[src/rtl/hid_key_events_if.sv]
// Key-event stream: show-ahead head entry with a valid/ready handshake.
// Entry layout is {repeat, press, code[7:0], modifiers[7:0]}.
interface hid_key_events_if;
    logic        ev_valid;
    logic        ev_ready;
    logic [17:0] ev_data;

    modport master (output ev_valid, output ev_data, input ev_ready);
    modport slave  (input ev_valid, input ev_data, output ev_ready);
endinterface

[src/rtl/hid_key_events.sv]
// Diffs successive HID keyboard reports into press/release events, adds typematic
// repeat for the last pressed key and queues everything in a show-ahead FIFO.
//
// state  | meaning
// IDLE   | waiting for a report; repeat timer may fire
// SCAN   | walking 16 candidates (4 old slots, 8 modifier bits, 4 new slots)
module hid_key_events #(
    parameter int DEPTH        = 16,
    parameter int REPEAT_EN    = 1,
    parameter int REPEAT_DELAY = 6000000,
    parameter int REPEAT_RATE  = 400000
) (
    input  logic             usbclk,
    input  logic             usbrst,
    input  logic             report,
    input  logic [1:0]       typ,
    input  logic [7:0]       key_modifiers,
    input  logic [7:0]       key1,
    input  logic [7:0]       key2,
    input  logic [7:0]       key3,
    input  logic [7:0]       key4,
    hid_key_events_if.master ev,
    output logic             busy,
    output logic             overflow,
    output logic [7:0]       drop_cnt
);
    localparam int AW   = $clog2(DEPTH);
    localparam int TMAX = (REPEAT_DELAY > REPEAT_RATE) ? REPEAT_DELAY : REPEAT_RATE;
    localparam int TW   = $clog2(TMAX + 1);
    localparam logic [TW-1:0] T_DELAY = TW'(REPEAT_DELAY - 1);
    localparam logic [TW-1:0] T_RATE  = TW'(REPEAT_RATE - 1);
    localparam logic [0:0] S_IDLE = 1'b0;
    localparam logic [0:0] S_SCAN = 1'b1;

    logic [0:0]      state_q, state_d;
    logic [3:0]      idx_q, idx_d;
    logic [3:0][7:0] old_keys_q, old_keys_d, new_keys_q, new_keys_d;
    logic [7:0]      old_mods_q, old_mods_d, new_mods_q, new_mods_d;
    logic            rpt_on_q, rpt_on_d;
    logic [7:0]      rpt_code_q, rpt_code_d;
    logic [TW-1:0]   rpt_tmr_q, rpt_tmr_d;
    logic [17:0]     mem_q [DEPTH];
    logic [AW:0]     wr_q, rd_q;
    logic            overflow_q, overflow_d;
    logic [7:0]      drop_q, drop_d;

    logic [3:0][7:0] in_keys;
    logic            rollover, scanning;
    logic            cand_hit, cand_press;
    logic [7:0]      cand_code;
    logic [2:0]      mod_sel;
    logic            scan_push, rpt_fire, push, pop, full, empty, wr_en, drop_ev;
    logic [17:0]     push_data;
    logic [AW:0]     count;
    logic [1:0]      drop_inc;
    logic [8:0]      drop_sum;

    assign in_keys  = {key4, key3, key2, key1};
    assign rollover = (key1 == 8'h01) || (key2 == 8'h01) || (key3 == 8'h01) || (key4 == 8'h01);
    assign scanning = (state_q == S_SCAN);
    assign mod_sel  = idx_q[2:0] - 3'd4;

    // Candidate for the current scan index; duplicates among new slots press only once.
    always_comb begin
        cand_hit   = 1'b0;
        cand_press = 1'b0;
        cand_code  = 8'h00;
        if (idx_q < 4'd4) begin
            cand_code = old_keys_q[idx_q[1:0]];
            cand_hit  = (cand_code != 8'h00);
            for (int j = 0; j < 4; j++)
                if (new_keys_q[j] == cand_code) cand_hit = 1'b0;
        end else if (idx_q < 4'd12) begin
            cand_code  = 8'hE0 + {5'd0, mod_sel};
            cand_press = new_mods_q[mod_sel];
            cand_hit   = (new_mods_q[mod_sel] != old_mods_q[mod_sel]);
        end else begin
            cand_code  = new_keys_q[idx_q[1:0]];
            cand_press = 1'b1;
            cand_hit   = (cand_code != 8'h00);
            for (int j = 0; j < 4; j++) begin
                if (old_keys_q[j] == cand_code) cand_hit = 1'b0;
                if ((j < int'(idx_q[1:0])) && (new_keys_q[j] == cand_code)) cand_hit = 1'b0;
            end
        end
    end

    assign scan_push = scanning && cand_hit;
    assign rpt_fire  = (REPEAT_EN != 0) && !scanning && rpt_on_q && (rpt_tmr_q == '0);
    assign push      = scan_push || rpt_fire;
    assign push_data = scanning ? {1'b0, cand_press, cand_code, new_mods_q}
                                : {2'b11, rpt_code_q, old_mods_q};

    assign count   = wr_q - rd_q;
    assign empty   = (wr_q == rd_q);
    assign full    = (count == (AW+1)'(DEPTH));
    assign pop     = !empty && ev.ev_ready;
    assign wr_en   = push && (!full || pop);
    assign drop_ev = push && full && !pop;

    // Timer counts down in both states but only fires in IDLE, so it parks at zero during a scan.
    always_comb begin
        rpt_on_d   = rpt_on_q;
        rpt_code_d = rpt_code_q;
        rpt_tmr_d  = rpt_tmr_q;
        if (REPEAT_EN != 0) begin
            if (scan_push && !cand_press && rpt_on_q && (cand_code == rpt_code_q)) begin
                rpt_on_d  = 1'b0;
                rpt_tmr_d = '0;
            end else if (scan_push && (idx_q >= 4'd12)) begin
                rpt_on_d   = 1'b1;
                rpt_code_d = cand_code;
                rpt_tmr_d  = T_DELAY;
            end else if (rpt_fire) begin
                rpt_tmr_d = T_RATE;
            end else if (rpt_on_q && (rpt_tmr_q != '0)) begin
                rpt_tmr_d = rpt_tmr_q - 1'b1;
            end
        end
    end

    always_comb begin
        state_d    = state_q;
        idx_d      = idx_q;
        old_keys_d = old_keys_q;
        old_mods_d = old_mods_q;
        new_keys_d = new_keys_q;
        new_mods_d = new_mods_q;
        overflow_d = overflow_q || drop_ev;
        drop_inc   = {1'b0, drop_ev};
        case (state_q)
            S_IDLE: begin
                if (report && (typ == 2'd1)) begin
                    if (rollover) begin
                        drop_inc = drop_inc + 2'd1;
                    end else begin
                        new_keys_d = in_keys;
                        new_mods_d = key_modifiers;
                        idx_d      = 4'd0;
                        state_d    = S_SCAN;
                    end
                end else if (report && (typ == 2'd0) && (|old_keys_q)) begin
                    new_keys_d = '0;
                    new_mods_d = 8'h00;
                    idx_d      = 4'd0;
                    state_d    = S_SCAN;
                end
            end
            default: begin
                if (report) drop_inc = drop_inc + 2'd1;
                idx_d = idx_q + 4'd1;
                if (idx_q == 4'd15) begin
                    old_keys_d = new_keys_q;
                    old_mods_d = new_mods_q;
                    state_d    = S_IDLE;
                end
            end
        endcase
        drop_sum = {1'b0, drop_q} + {7'd0, drop_inc};
        drop_d   = drop_sum[8] ? 8'hFF : drop_sum[7:0];
    end

    always_ff @(posedge usbclk) begin
        if (usbrst) begin
            state_q    <= S_IDLE;
            idx_q      <= 4'd0;
            old_keys_q <= '0;
            old_mods_q <= 8'h00;
            new_keys_q <= '0;
            new_mods_q <= 8'h00;
            rpt_on_q   <= 1'b0;
            rpt_code_q <= 8'h00;
            rpt_tmr_q  <= '0;
            wr_q       <= '0;
            rd_q       <= '0;
            overflow_q <= 1'b0;
            drop_q     <= 8'h00;
        end else begin
            state_q    <= state_d;
            idx_q      <= idx_d;
            old_keys_q <= old_keys_d;
            old_mods_q <= old_mods_d;
            new_keys_q <= new_keys_d;
            new_mods_q <= new_mods_d;
            rpt_on_q   <= rpt_on_d;
            rpt_code_q <= rpt_code_d;
            rpt_tmr_q  <= rpt_tmr_d;
            if (wr_en) wr_q <= wr_q + 1'b1;
            if (pop)   rd_q <= rd_q + 1'b1;
            overflow_q <= overflow_d;
            drop_q     <= drop_d;
        end
    end

    always_ff @(posedge usbclk) begin
        if (wr_en) mem_q[wr_q[AW-1:0]] <= push_data;
    end

    assign ev.ev_valid = !empty;
    assign ev.ev_data  = empty ? 18'h0 : mem_q[rd_q[AW-1:0]];
    assign busy        = scanning;
    assign overflow    = overflow_q;
    assign drop_cnt    = drop_q;
endmodule

[src/flat_wrapper.sv]
// flat-port wrapper written by rule: the top's interface ports become plain ports
module hid_key_events_flat 
#(
    parameter int DEPTH        = 16,
    parameter int REPEAT_EN    = 1,
    parameter int REPEAT_DELAY = 6000000,
    parameter int REPEAT_RATE  = 400000
)
  (usbclk, usbrst, report, typ, key_modifiers, key1, key2, key3, key4, busy, overflow, drop_cnt, ev_ev_valid, ev_ev_data, ev_ev_ready);
  hid_key_events_if ev_i ();
  input  logic usbclk;
  input  logic usbrst;
  input  logic report;
  input  logic [1:0] typ;
  input  logic [7:0] key_modifiers;
  input  logic [7:0] key1;
  input  logic [7:0] key2;
  input  logic [7:0] key3;
  input  logic [7:0] key4;
  output logic busy;
  output logic overflow;
  output logic [7:0] drop_cnt;
  output wire logic [$bits(ev_i.ev_valid)-1:0] ev_ev_valid;
  output wire logic [$bits(ev_i.ev_data)-1:0] ev_ev_data;
  input wire logic [$bits(ev_i.ev_ready)-1:0] ev_ev_ready;
  assign ev_ev_valid = ev_i.ev_valid;
  assign ev_ev_data = ev_i.ev_data;
  assign ev_i.ev_ready = ev_ev_ready;
  hid_key_events #(.DEPTH(DEPTH), .REPEAT_EN(REPEAT_EN), .REPEAT_DELAY(REPEAT_DELAY), .REPEAT_RATE(REPEAT_RATE)) u_core (.usbclk(usbclk), .usbrst(usbrst), .report(report), .typ(typ), .key_modifiers(key_modifiers), .key1(key1), .key2(key2), .key3(key3), .key4(key4), .ev(ev_i), .busy(busy), .overflow(overflow), .drop_cnt(drop_cnt));
endmodule
[config.mk]
export PLATFORM = sky130hd
export DESIGN_NAME = hid_key_events_flat
export DESIGN_NICKNAME = d
export VERILOG_FILES = /design/src/rtl/hid_key_events_if.sv /design/src/rtl/hid_key_events.sv /design/src/flat_wrapper.sv
export SDC_FILE = /design/constraint.sdc
export NUM_CORES = 1
export LEC_CHECK = 0
export ABC_AREA = 1
export CAP_MARGIN = 5
export CORE_MARGIN = 2
export CORE_UTILIZATION = 35
export CTS_CLUSTER_DIAMETER = 120
export CTS_CLUSTER_SIZE = 25
export DETAILED_ROUTE_END_ITERATION = 10
export DONT_BUFFER_PORTS = 1
export GPL_ROUTABILITY_DRIVEN = 0
export HOLD_SLACK_MARGIN = 0.03
export PLACE_DENSITY_LB_ADDON = 0.12
export SYNTH_ARGS = -nofsm -noshare
export SYNTH_HDL_FRONTEND = slang
export SYNTH_SLANG_ARGS = --single-unit
[constraint.sdc]
create_clock -name usbclk -period 3.65 [get_ports usbclk]
set_clock_uncertainty 0.2 [all_clocks]
set_input_delay 0.5475 -clock usbclk [delete_from_list [all_inputs] [get_ports usbclk]]
set_output_delay 0.5475 -clock usbclk [all_outputs]
set_load 0.1 [all_outputs]
==> results.md, run 1 <==
- Worst Hold Class: input port to flop
- DIE WIDTH: about 240 µm
- # nets final: 2373
- Seq/Total Area, Yosys: 57.2%
- Synthesized cell area: 20000 µm²
- Violated checks: setup timing
- Commonest cells after routing, fill and taps aside: 315 x nand2_1, 288 x edfxtp_1, 263 x nor2_1
- Req. time, crit path: 3.89 ns
- Avg Inst Size Synth: 9.25 µm²
- CP Max Fanout: 6
- Switching Share: between 20% and 30%
- Synth unique cells: 45
- Post-Syn Nets: 2225
- Cell Rows: 87
- Clk_lat worst skew: roughly 0.57 ns
- WHS Endpoint: u_core.new_keys_q[1]$_SDFFE_PP0P_
- Logic pwr share: 15.8%
- Commonest non-fill, non-tap cell in the layout: nand2_1
- Dpl hpwl: 40200 µm
- Routed vias: 16200
- WL final: 63600 µm
- Vias in the first global route: between 15000 and 20000
- Die Y: 243 µm
- Pin count of the biggest net entering global routing: a little under 100
- FF-to-FF End: u_core.drop_cnt[7]$_SDFF_PP0_
- Flops & latches, synth: 428
- Hold Crit Depth: 2
- WL per Instance: 20.6 µm
- Peak VDD IR: 0.272 mV
- Reg area: roughly 11000 µm²
- Final TNS setup: -0.100 ns
- Final setup violating endpoints: 4
- RSZ-0062 raised after global routing: true
- CORE AREA: 56500 µm²
- Drt first pass iters: 5
- Pwr dens: 385 nW/µm²
- Initial DRC count: 1340
- Actual slew at the worst max-slew pin: roughly 1.2 ns
- Max_cap viols: 0
- Ys Warns: 0
- Initial antenna violation count: 1
- R2r setup slk: -0.04 ns
- Sequential power share: a little under three fifths
- Initial Util: 35.4%
- Share of cells above drive strength 1: 18.8%
- Fin crit period: around 3.7 ns
- Global-route wire length before repair: 97300 µm
- H-tree depth: 1
- Post-route ant nets: 0
- Die ar.: 59100 µm²
- I/O Buffers: 0
- Int Power: 6.75 mW
- Hold Startpoint: key1[1]
- Fmax achieved: 271 MHz
- Worst r2r src: u_core.idx_q[0]$_SDFFE_PP0P_
- Psw: about 2.7 mW
- Worst R2R Path Depth: 26
- Ports: 75
- Total power: 9.41 mW
- Run status: finished with violations
- Clock share of power: 28.9%
- GR Util All Layers: 21.1%
- Clock buffer depth: 3
- Number of failing hold endpoints at the final stage: 0
- CTS tree: yes
- P_leak: 9.25 nW
- Fin crit share: 101%
- Top-area cell type share of the netlist area: 43.2%
- Relative slew slack: 18.0%
- Pins Over Slew Limit: 0
- Gr ovfl total: 0
- Filler Cell Count: 5480
- Worst-path clk slew: around 0.11 ns
- Area grow syn2layout: 22.0%
- TritonCTS Buffers: 21
- Root Buffer: clkbuf_16
- Top cells by area, synth: edfxtp_1 43%, dfxtp_1 14%, nand2_1 6.6%, o21ai_0 6.1%, nor2_1 5.5%
- WS Path Type: flop to flop
- Crit end category: flop
- CP startpoint kind: flop
- Post-Syn Instances: 2164
- Via density: 5.27
- DRC: 0
- CTS sink cnt: 428
- Critical path arrival: about 4 ns
- Post-synth top area cell: edfxtp_1
- Footprint of the multi-input gates: 8210 µm²
- Worst setup margin: -0.0379 ns
==> cell type report <==
class / instances / share of cell area [%]
repair buffers: 232 / 10.4
well taps: 756 / 3.87
repair inverters: 1 / 0.0256
diodes: 1 / 0.0102
inverters: 161 / 2.62
flip-flops and latches: 428 / 47.0
clock inverters: 3 / 0.138
multi-input cells: 1467 / 33.6
clock buffers: 33 / 2.34
==> cell usage after synthesis (all sizes together) <==
library cell / n
o221ai: 56
a21oi: 135
or2: 1
nor4: 16
edfxtp: 288
dfxtp: 140
ha: 14
and3: 1
o311a: 1
nor2: 295
xnor2: 9
clkinv: 4
o22ai: 19
nand4: 14
o21ai: 263
clkbuf: 93
nand3b: 5
xor2: 36
a221oi: 1
o21bai: 2
a211oi: 32
a21o: 1
nand2: 369
nor4b: 3
nor3: 21
o211ai: 3
fa: 1
nor3b: 1
buf: 19
nand3: 164
inv: 157
==> power groups by stage <==
stage | Sequential [mW] | Combinational, mW | Clock, mW
detailed placement | 5.31 | 1.31 | 0
CTS | 5.21 | 1.42 | 2.81
global placement | 5.32 | 1.31 | 0
global route | 5.21 | 1.61 | 2.96
floorplan | 5.28 | 0.907 | 0
finish | 5.20 | 1.48 | 2.72
==> worst max-delay path, cell delays in order (launching register included) <==
cell	delay, ns
dfxtp_4	0.41
buf_12	0.15
inv_4	0.12
nand2_1	0.10
nand3_4	0.13
nand2_4	0.08
buf_4	0.13
nand2_1	0.04
nand3_1	0.11
nor2_2	0.16
nand2_1	0.08
nand3_2	0.09
nor2_4	0.05
nor2_2	0.11
nor2_2	0.05
nand2_2	0.09
nand2_4	0.08
nand3_2	0.08
nand2_1	0.05
nand2_1	0.09
inv_1	0.06
ha_1	0.26
a21o_1	0.11
nand2_1	0.07
inv_1	0.09
nand3_1	0.15
o311a_1	0.41
==> registers in the layout, summed over array words and instances, names as in the netlist, 8 cells and up, named ones only <==
name / count
u_core.rpt_code_q: 8
u_core.old_mods_q: 8
u_core.mem_q: 288
u_core.drop_cnt: 8
u_core.rpt_tmr_q: 23
u_core.new_keys_q: 32
u_core.old_keys_q: 32
u_core.new_mods_q: 8
==> worst max path at each step <==
stage / cells past startpoint / startpoint / slack, ns / endpoint
2_1_floorplan: 21 / u_core.rd_q[2]$_SDFFE_PP0P_ / -0.35 / u_core.drop_cnt[3]$_SDFF_PP0_
3_3_place_gp: 25 / u_core.idx_q[0]$_SDFFE_PP0P_ / -0.24 / u_core.drop_cnt[7]$_SDFF_PP0_
3_5_place_dp: 28 / u_core.idx_q[0]$_SDFFE_PP0P_ / -0.29 / u_core.drop_cnt[3]$_SDFF_PP0_
4_1_cts: 30 / u_core.idx_q[0]$_SDFFE_PP0P_ / 0.003 / u_core.drop_cnt[3]$_SDFF_PP0_
5_1_grt: 30 / u_core.idx_q[0]$_SDFFE_PP0P_ / -0.25 / u_core.drop_cnt[3]$_SDFF_PP0_
6_report: 26 / u_core.idx_q[0]$_SDFFE_PP0P_ / -0.04 / u_core.drop_cnt[7]$_SDFF_PP0_
==> per-layer routing <==
| layer | part of all wire [%] | GRT usage [%] | up-vias |
|---|---|---|---|
| li1 | - | - | 7828 |
| met1 | 46 | 29.0 | 7930 |
| met2 | 47 | 34.7 | 389 |
| met3 | 4.5 | 2.94 | 97 |
| met4 | 2.6 | 5.90 | 0 |
| met5 | 0 | 0 | - |
==> what timing repair did <==
action,4_1_cts,5_1_grt
buffers inserted,20,19
hold buffers,36,0
resized for setup,68,81
setup endpoints to repair,103,133
pin swaps,27,47
endpoints found under the hold margin,60,0
gates cloned,7,2
==> through the flow <==
stage	instance area [µm²]	instances	setup WS, ns	utilization [%]	hold WS, ns
finish	24400	3082	-0.0379	43.2	0.0624
floorplan	20100	2164	-0.349	-	0.236
detailed placement	22300	2961	-0.291	39.5	0.261
CTS	23900	3060	0.00312	42.3	0.0328
global placement	22300	2961	-0.244	39.5	0.252
global route	24400	3082	-0.248	43.2	0.0560
==> cell families (layout without fill, tap and decap cells) <==
family	Yosys count	in the layout	share of synthesized area [%]
AOI/OAI and AO/OA	513	513	14.8
xor gates and xnor gates	45	45	1.97
adders and majority gates	15	15	0.975
buffers and inverters	273	430	5.64
DFF	428	428	57.2
other	0	1	0
and+or+nand+nor	890	894	19.5
(Power assumes the default switching activity.)
==> run 2: changes to the inputs <==
--- a/config.mk
+++ b/config.mk
@@ -7,6 +7,7 @@
 export LEC_CHECK = 0
 export ABC_AREA = 1
 export CAP_MARGIN = 5
+export CORE_ASPECT_RATIO = 0.8
 export CORE_MARGIN = 2
 export CORE_UTILIZATION = 35
 export CTS_CLUSTER_DIAMETER = 120
@@ -15,6 +16,7 @@
 export DONT_BUFFER_PORTS = 1
 export GPL_ROUTABILITY_DRIVEN = 0
 export HOLD_SLACK_MARGIN = 0.03
+export MAX_ROUTING_LAYER = met4
 export PLACE_DENSITY_LB_ADDON = 0.12
 export SYNTH_ARGS = -nofsm -noshare
 export SYNTH_HDL_FRONTEND = slang
==> run 2 against run 1 <==
  * The flow still finishes with violations (setup timing)
  * Clock-buffer cell count did not move
  * Combinational power rose by 3%
  * Total power rose by 1.6%
  * Non-clock buffer count rose by 40
  * First-iteration DRC count rose by 31%
  * Final cell count rose by 1.4%
  * Fmax fell by 2.2%
  * Largest cell class unchanged
  * Highest routed layer unchanged
==> results.md, run 2 (synthesis gave the netlist of run 1 again) <==
- Max_cap viols: 0 (unchanged)
- Pin count of the biggest net entering global routing: 93 (-4.1%)
- Crit end category: flop
- WL final: 65300 µm (+2.6%)
- Cell repeated most along the worst path: nand2_4
- Fmax achieved: 265 MHz (-2.2%)
- Critical path launch point: u_core.idx_q[1]$_SDFFE_PP0P_
- Clock buffer depth: 3 (unchanged)
- # nets final: 2410 (+1.6%)
- Via density: 5.33 (+1.0%)
- Max FFs per register: 288 (unchanged)
- Footprint of the multi-input gates: 8180 µm² (-0.40%)
- H-tree depth: 1 (unchanged)
- Global-route wire length before repair: 98400 µm (+1.1%)
- Peak VDD IR: 0.294 mV (+8.0%)
- Req. time, crit path: 3.90 ns (about the same)
- TritonCTS Buffers: 21 (unchanged)
- Routed vias: 16600 (+2.4%)
- Final instance area: 24700 µm² (+1.1%)
- Die ar.: 59100 µm² (about the same)
- WS Path Type: flop to flop
- Fin crit share: 103% (+2.3 points)
- Clk_lat worst skew: 0.57 ns (about the same)
- CP startpoint kind: flop
- Post-Layout Cell Count: 3124 (+1.4%)
- Violated checks: setup timing
- Commonest non-fill, non-tap cell in the layout: nand2_1
- Die Y: 218 µm (-10%)
- Vias in the first global route: 15600 (-2.3%)
- Post-route ant nets: 0 (unchanged)
- Filler Cell Count: 5421 (-1.1%)
- Pwr dens: 387 nW/µm² (+0.50%)
- Placed cells: 3015 (+1.8%)
- DIE WIDTH: 271 µm (+12%)
- Worst-path cell chain: buf_12, buf_12, buf_4, nand3_2, nand2_4, xor2_1, nand3_1, nor2_1, nor2_1, nand3_1, nand2_2, nand2_4, nand2_4, nand2_4, nand2_2, nand3_2, nand2_2, ha_4, fa_2, nand3_2, inv_2, nand2_4, inv_4, o311a_1
- Reg area: 11500 µm² (about the same)
- Worst setup margin: -0.121 ns (-0.0828 ns)
- CORE AREA: 56600 µm² (+0.19%)
- Cell Rows: 78 (-10%)
- Initial Util: 35.4% (-0.068 points)
- N_diodes: 0 (-1)
- WHS: 0.0624 ns (+0.0000110 ns)
- Worst-path clk slew: 0.11 ns (about the same)
- CP max-delay cell: dfxtp_4
- Hold Startpoint: key2[2]
- Pins Over Slew Limit: 0 (unchanged)
- Run status: finished with violations
- CP Max Fanout: 8 (+2)
- Number of failing hold endpoints at the final stage: 0 (unchanged)
- Final setup violating endpoints: 7 (+3)
- Worst Hold Class: input port to flop
- DRC: 0 (unchanged)
- GR Util All Layers: 22.2% (+1.1 points)
- Worst r2r src: u_core.idx_q[1]$_SDFFE_PP0P_
- CTS tree: yes
- Dpl hpwl: 41600 µm (+3.5%)
- Placed cell area: 22700 µm² (+1.6%)
- Initial antenna violation count: 0 (-1)
- Initial DRC count: 1754 (+31%)
- Drt first pass iters: 5 (unchanged)
- Gr ovfl total: 0 (unchanged)
- Actual slew at the worst max-slew pin: 1.12 ns (-0.105 ns)
- Relative slew slack: 25.4% (+7.5 points)
- CTS sink cnt: 428 (unchanged)
- Root Buffer: clkbuf_16
- Fin crit period: 3.77 ns (+0.0828 ns)
- P_leak: 9.46 nW (+2.2%)
- WL per Instance: 20.9 µm (+1.2%)
- RSZ-0062 raised after global routing: true
- I/O Buffers: 0 (unchanged)
- Share of cells above drive strength 1: 20.9% (+2.1 points)
- Ports: 75 (unchanged)
- Commonest cells after routing, fill and taps aside: 308 x nand2_1, 288 x edfxtp_1, 258 x nor2_1
- Critical path arrival: 4.02 ns (+0.09 ns)
- Area grow syn2layout: 23.3%
- Slowest Stage Delay on Critical Path: 0.38 ns (-0.03 ns)
[run 2: worst max-delay path, delay by kind of cell (launching register included)]
| kind | cells | cell delay, ns |
|---|---|---|
| fa+ha+maj | 2 | 0.53 |
| compound gates | 1 | 0.32 |
| buf+inv | 5 | 0.54 |
| xor+xnor | 1 | 0.29 |
| flops | 1 | 0.38 |
| simple gates | 15 | 1.39 |
[run 2: power breakdown]
part / leakage, nW / switching, mW / internal, mW
clock network: 0.312 / 1.60 / 1.25
logic: 5.21 / 1.02 / 0.506
registers: 3.94 / 0.0384 / 5.14
[run 2: per-layer routing]
metal	routed length, µm	global-route usage (%)	share of wire, %
met1	32300	33.7	49
met2	27700	32.0	42
met3	3990	2.17	6.1
met4	1270	4.25	1.9
met5	0	-	0
[run 2: worst paths after layout]
kind	slack [ns]	cells after the start	end
max	-0.12	24	u_core.drop_cnt[7]$_SDFF_PP0_
max reg2reg	-0.12	24	u_core.drop_cnt[7]$_SDFF_PP0_
min reg2reg	0.28	2	u_core.old_mods_q[4]$_SDFFE_PP0P_
min	0.06	2	u_core.new_keys_q[10]$_SDFFE_PP0P_
[run 2: through the flow]
step / total power [mW] / setup WS (ns) / TNS, ns / util (%)
final: 9.55 / -0.121 / -0.358 / 43.6
after global routing: 9.92 / -0.221 / -2.39 / 43.6
after detailed placement: 6.67 / -0.282 / -1.71 / 40.1
after floorplan: 6.19 / -0.349 / -2.25 / -
after CTS: 9.57 / -0.0169 / -0.0194 / 42.3
after global placement: 6.67 / -0.247 / -1.42 / 40.1
[run 2: area by class of cell]
class | instances | share of cell area [%]
Sequential cell | 428 | 46.4
Multi-Input combinational cell | 1464 | 33.1
Timing Repair Buffer | 272 | 11.2
Tap cell | 760 | 3.85
Inverter | 161 | 2.63
Clock buffer | 33 | 2.31
Clock inverter | 5 | 0.355
Timing Repair inverter | 1 | 0.0456
[run 2: what timing repair did]
item                       4_1_cts  5_1_grt
setup buffers                    7       27
pin swaps                       20       51
resized for setup               41      122
cloned                           1        4
hold endpoints to repair        58        0
setup endpoints to repair       12       24
hold buffers                    33        0
==> run 3: changes to the inputs <==
--- a/config.mk
+++ b/config.mk
@@ -5,11 +5,10 @@
 export SDC_FILE = /design/constraint.sdc
 export NUM_CORES = 1
 export LEC_CHECK = 0
-export ABC_AREA = 1
 export CAP_MARGIN = 5
 export CORE_ASPECT_RATIO = 0.8
 export CORE_MARGIN = 2
-export CORE_UTILIZATION = 35
+export CORE_UTILIZATION = 55
 export CTS_CLUSTER_DIAMETER = 120
 export CTS_CLUSTER_SIZE = 25
 export DETAILED_ROUTE_END_ITERATION = 10
==> run 3 against run 2 <==
  * The flow still finishes with violations (setup timing)
  * Setup slack worse by 0.29 ns
  * Synthesized area down 3.6%
  * Final cell count down 33%
  * Synthesized cell count down 34%
  * Combinational power down 89%
  * Via count down 23%
  * Critical path depth down 8
  * Utilization up 23 points
  * Clock-buffer cell count up 2
  * Fmax down 7.2%
==> results.md, run 3 <==
- Run status: finished with violations
- Violated checks: setup timing
- WL per Instance: 24.2 µm (+16%)
- Psw: 1.63 mW (-39%)
- Cell Rows: 61 (-22%)
- CORE AREA: 34700 µm² (-39%)
- Worst setup margin: -0.413 ns (-0.293 ns)
- CTS tree: yes
- CP Max Fanout: 5 (-3)
- P_leak: 7.91 nW (-16%)
- Fmax achieved: 246 MHz (-7.2%)
- Share of cells above drive strength 1: 26.2% (+5.3 points)
- WHS: 0.147 ns (+0.0843 ns)
- Clock share of power: 33.1% (+3.3 points)
- Top cells by area, synth: edfxtp_1 45%, dfxtp_1 15%, mux4_2 13%, xnor2_1 3.9%, nand2_1 3.1%
- Worst Hold Class: input port to flop
- Placed cells: 1978 (-34%)
- Ports: 75 (unchanged)
- Final setup violating endpoints: 298 (+291)
- Vias in the first global route: 12400 (-20%)
- Post-route ant nets: 0 (unchanged)
- Initial antenna violation count: 0 (unchanged)
- Global-route wire length before repair: 77000 µm (-22%)
- Clk_lat worst skew: 0.56 ns (about the same)
- Pin count of the biggest net entering global routing: 69 (-26%)
- Post-Syn Instances: 1432 (-34%)
- Commonest cells after routing, fill and taps aside: 288 x edfxtp_1, 174 x buf_4, 159 x nand2_1
- Actual slew at the worst max-slew pin: 0.988 ns (-0.129 ns)
- Root Buffer: clkbuf_16
- Crit end category: flop
- Ys Warns: 0 (unchanged)
- Synthesized cell area: 19300 µm² (-3.6%)
- Placed cell area: 21400 µm² (-5.8%)
- Peak VDD IR: 0.297 mV (+1.2%)
- Die Y: 172 µm (-21%)
- Post-Syn Nets: 1493 (-33%)
- Max_cap viols: 0 (unchanged)
- Synth unique cells: 65 (+44%)
- CP startpoint kind: flop
- CTS sink cnt: 428 (unchanged)
- Sequential power share: 64.7% (+10 points)
- Die ar.: 36600 µm² (-38%)
- Commonest non-fill, non-tap cell in the layout: edfxtp_1
- Int Power: 6.30 mW (-8.6%)
- Fin crit share: 111% (+8.0 points)
- Post-synth top cells: 288 x edfxtp_1, 161 x nand2_1, 140 x dfxtp_1
- Initial DRC count: 1644 (-6.3%)
- I/O Buffers: 0 (unchanged)
- Via density: 6.11 (+15%)
- Dpl hpwl: 33100 µm (-20%)
- WL final: 50800 µm (-22%)
- Switching Share: 20.5% (-7.3 points)
- N_diodes: 0 (unchanged)
- Area grow syn2layout: 19.2%
- Relative slew slack: 34.1% (+8.6 points)
- RSZ-0062 raised after global routing: true
- Total power: 7.93 mW (-17%)
- Post-Layout Cell Count: 2102 (-33%)
- Avg Inst Size Synth: 13.5 µm² (+46%)
- Fin crit period: 4.06 ns (+0.293 ns)
- GR Util All Layers: 29.5% (+7.4 points)
- Pwr dens: 345 nW/µm² (-11%)
- Seq/Total Area, Yosys: 59.3% (+2.2 points)
- Top-area cell type share of the netlist area: 44.8% (+1.6 points)
- TritonCTS Buffers: 21 (unchanged)
- Logic pwr share: 2.2% (-14 points)
- Initial Util: 55.7% (+20 points)
- DRC: 0 (unchanged)
- Critical path arrival: 4.35 ns (+0.33 ns)
- Main synth FF type: edfxtp_1
- Flops & latches, synth: 428 (unchanged)
- H-tree depth: 1 (unchanged)
- DIE WIDTH: 213 µm (-21%)
- Hold Startpoint: usbrst
- Drt first pass iters: 6 (+1)
- EDFF count, synth: 288 (unchanged)
- Asr flop ratio synth: 0% (unchanged)
- # nets final: 1678 (-30%)
- Number of failing hold endpoints at the final stage: 0 (unchanged)
- Routed vias: 12800 (-23%)
- Max FFs per register: 288 (unchanged)
- Req. time, crit path: 3.94 ns (+0.04 ns)
- WS Path Type: flop to flop
- Post-synth top area cell: edfxtp_1
- Final instance area: 23000 µm² (-6.9%)
- Gr ovfl total: 0 (unchanged)
- Clock buffer depth: 3 (unchanged)
- Cell with the most instances after synthesis: edfxtp_1
- Worst-path clk slew: 0.11 ns (about the same)
- Worst r2r src: u_core.idx_q[0]$_SDFFE_PP0P_
- Pins Over Slew Limit: 0 (unchanged)
- Critical path launch point: u_core.idx_q[0]$_SDFFE_PP0P_
-- run 3: area by class of cell --
type | instances | area, µm²
Tap cell | 472 | 591
Timing Repair Buffer | 278 | 2670
Clock inverter | 1 | 30.0
Sequential cell | 428 | 11500
Multi-Input combinational cell | 867 | 7580
Inverter | 21 | 78.8
Clock buffer | 35 | 578
Fill cell | 2512 | 11700
-- run 3: through the flow --
stage / setup slack, ns / setup TNS [ns] / utilization [%]
after global placement: -0.327 / -74.27 / 61.7
after detailed placement: -0.351 / -77.68 / 61.7
after global routing: -0.590 / -131.25 / 66.4
after CTS: -0.378 / -75.76 / 66.3
final: -0.413 / -84.50 / 66.4
after floorplan: -0.267 / -42.65 / -
-- run 3: path summary, 6_finish.rpt --
path / cells past startpoint / to / slack [ns]
worst min register to register: 2 / u_core.old_mods_q[2]$_SDFFE_PP0P_ / 0.28
worst min-delay path: 2 / u_core.drop_cnt[0]$_SDFF_PP0_ / 0.15
worst max-delay path: 16 / u_core.drop_cnt[2]$_SDFF_PP0_ / -0.41
worst max register to register: 16 / u_core.drop_cnt[2]$_SDFF_PP0_ / -0.41
-- run 3: cell families after synthesis --
group                      synth area share, %
adders and majority gates                 1.06
DFF                                       59.3
muxes                                     14.9
xor gates and xnor gates                  6.35
and+or+nand+nor                           10.3
AOI/OAI and AO/OA                         4.84
buffers and inverters                     3.15
-- run 3: timing repair --
action	CTS	global route
setup buffers	11	1
gates cloned	4	0
endpoints found under the hold margin	116	0
hold buffers	72	0
setup endpoints to repair	300	325
resized for setup	13	4
pin swaps	4	5
-- run 3: power groups by stage --
stage	registers [mW]	clock network (mW)	logic [mW]
after CTS	5.13	2.66	0.172
after global placement	5.24	0	0.144
after global routing	5.13	2.82	0.186
final	5.13	2.62	0.174
after detailed placement	5.24	0	0.145
after floorplan	5.24	0	0.114
-- run 3: metal layers --
| metal | vias up | GRT usage, % | wire [µm] |
|---|---|---|---|
| met1 | 6530 | 45.0 | 23300 |
| li1 | 5694 | - | - |
| met2 | 539 | 41.2 | 21700 |
| met3 | 71 | 6.34 | 4740 |
| met4 | 0 | 5.56 | 1090 |
| met5 | - | - | 0 |
-- run 3: worst max-delay path, cell delays in order (launching register included) --
cell and delay, ns:
dfxtp_4 0.43, buf_12 0.14, mux4_2 0.63, xnor2_2 0.18, nand4_1 0.08, nor2_1 0.05
o41ai_2 0.32, buf_4 0.20, o2111ai_4 0.15, a22o_2 0.28, nand2b_4 0.16, xnor2_2 0.13
ha_2 0.21, fa_2 0.23, nand2_2 0.06, or3_4 0.40, a21oi_2 0.14
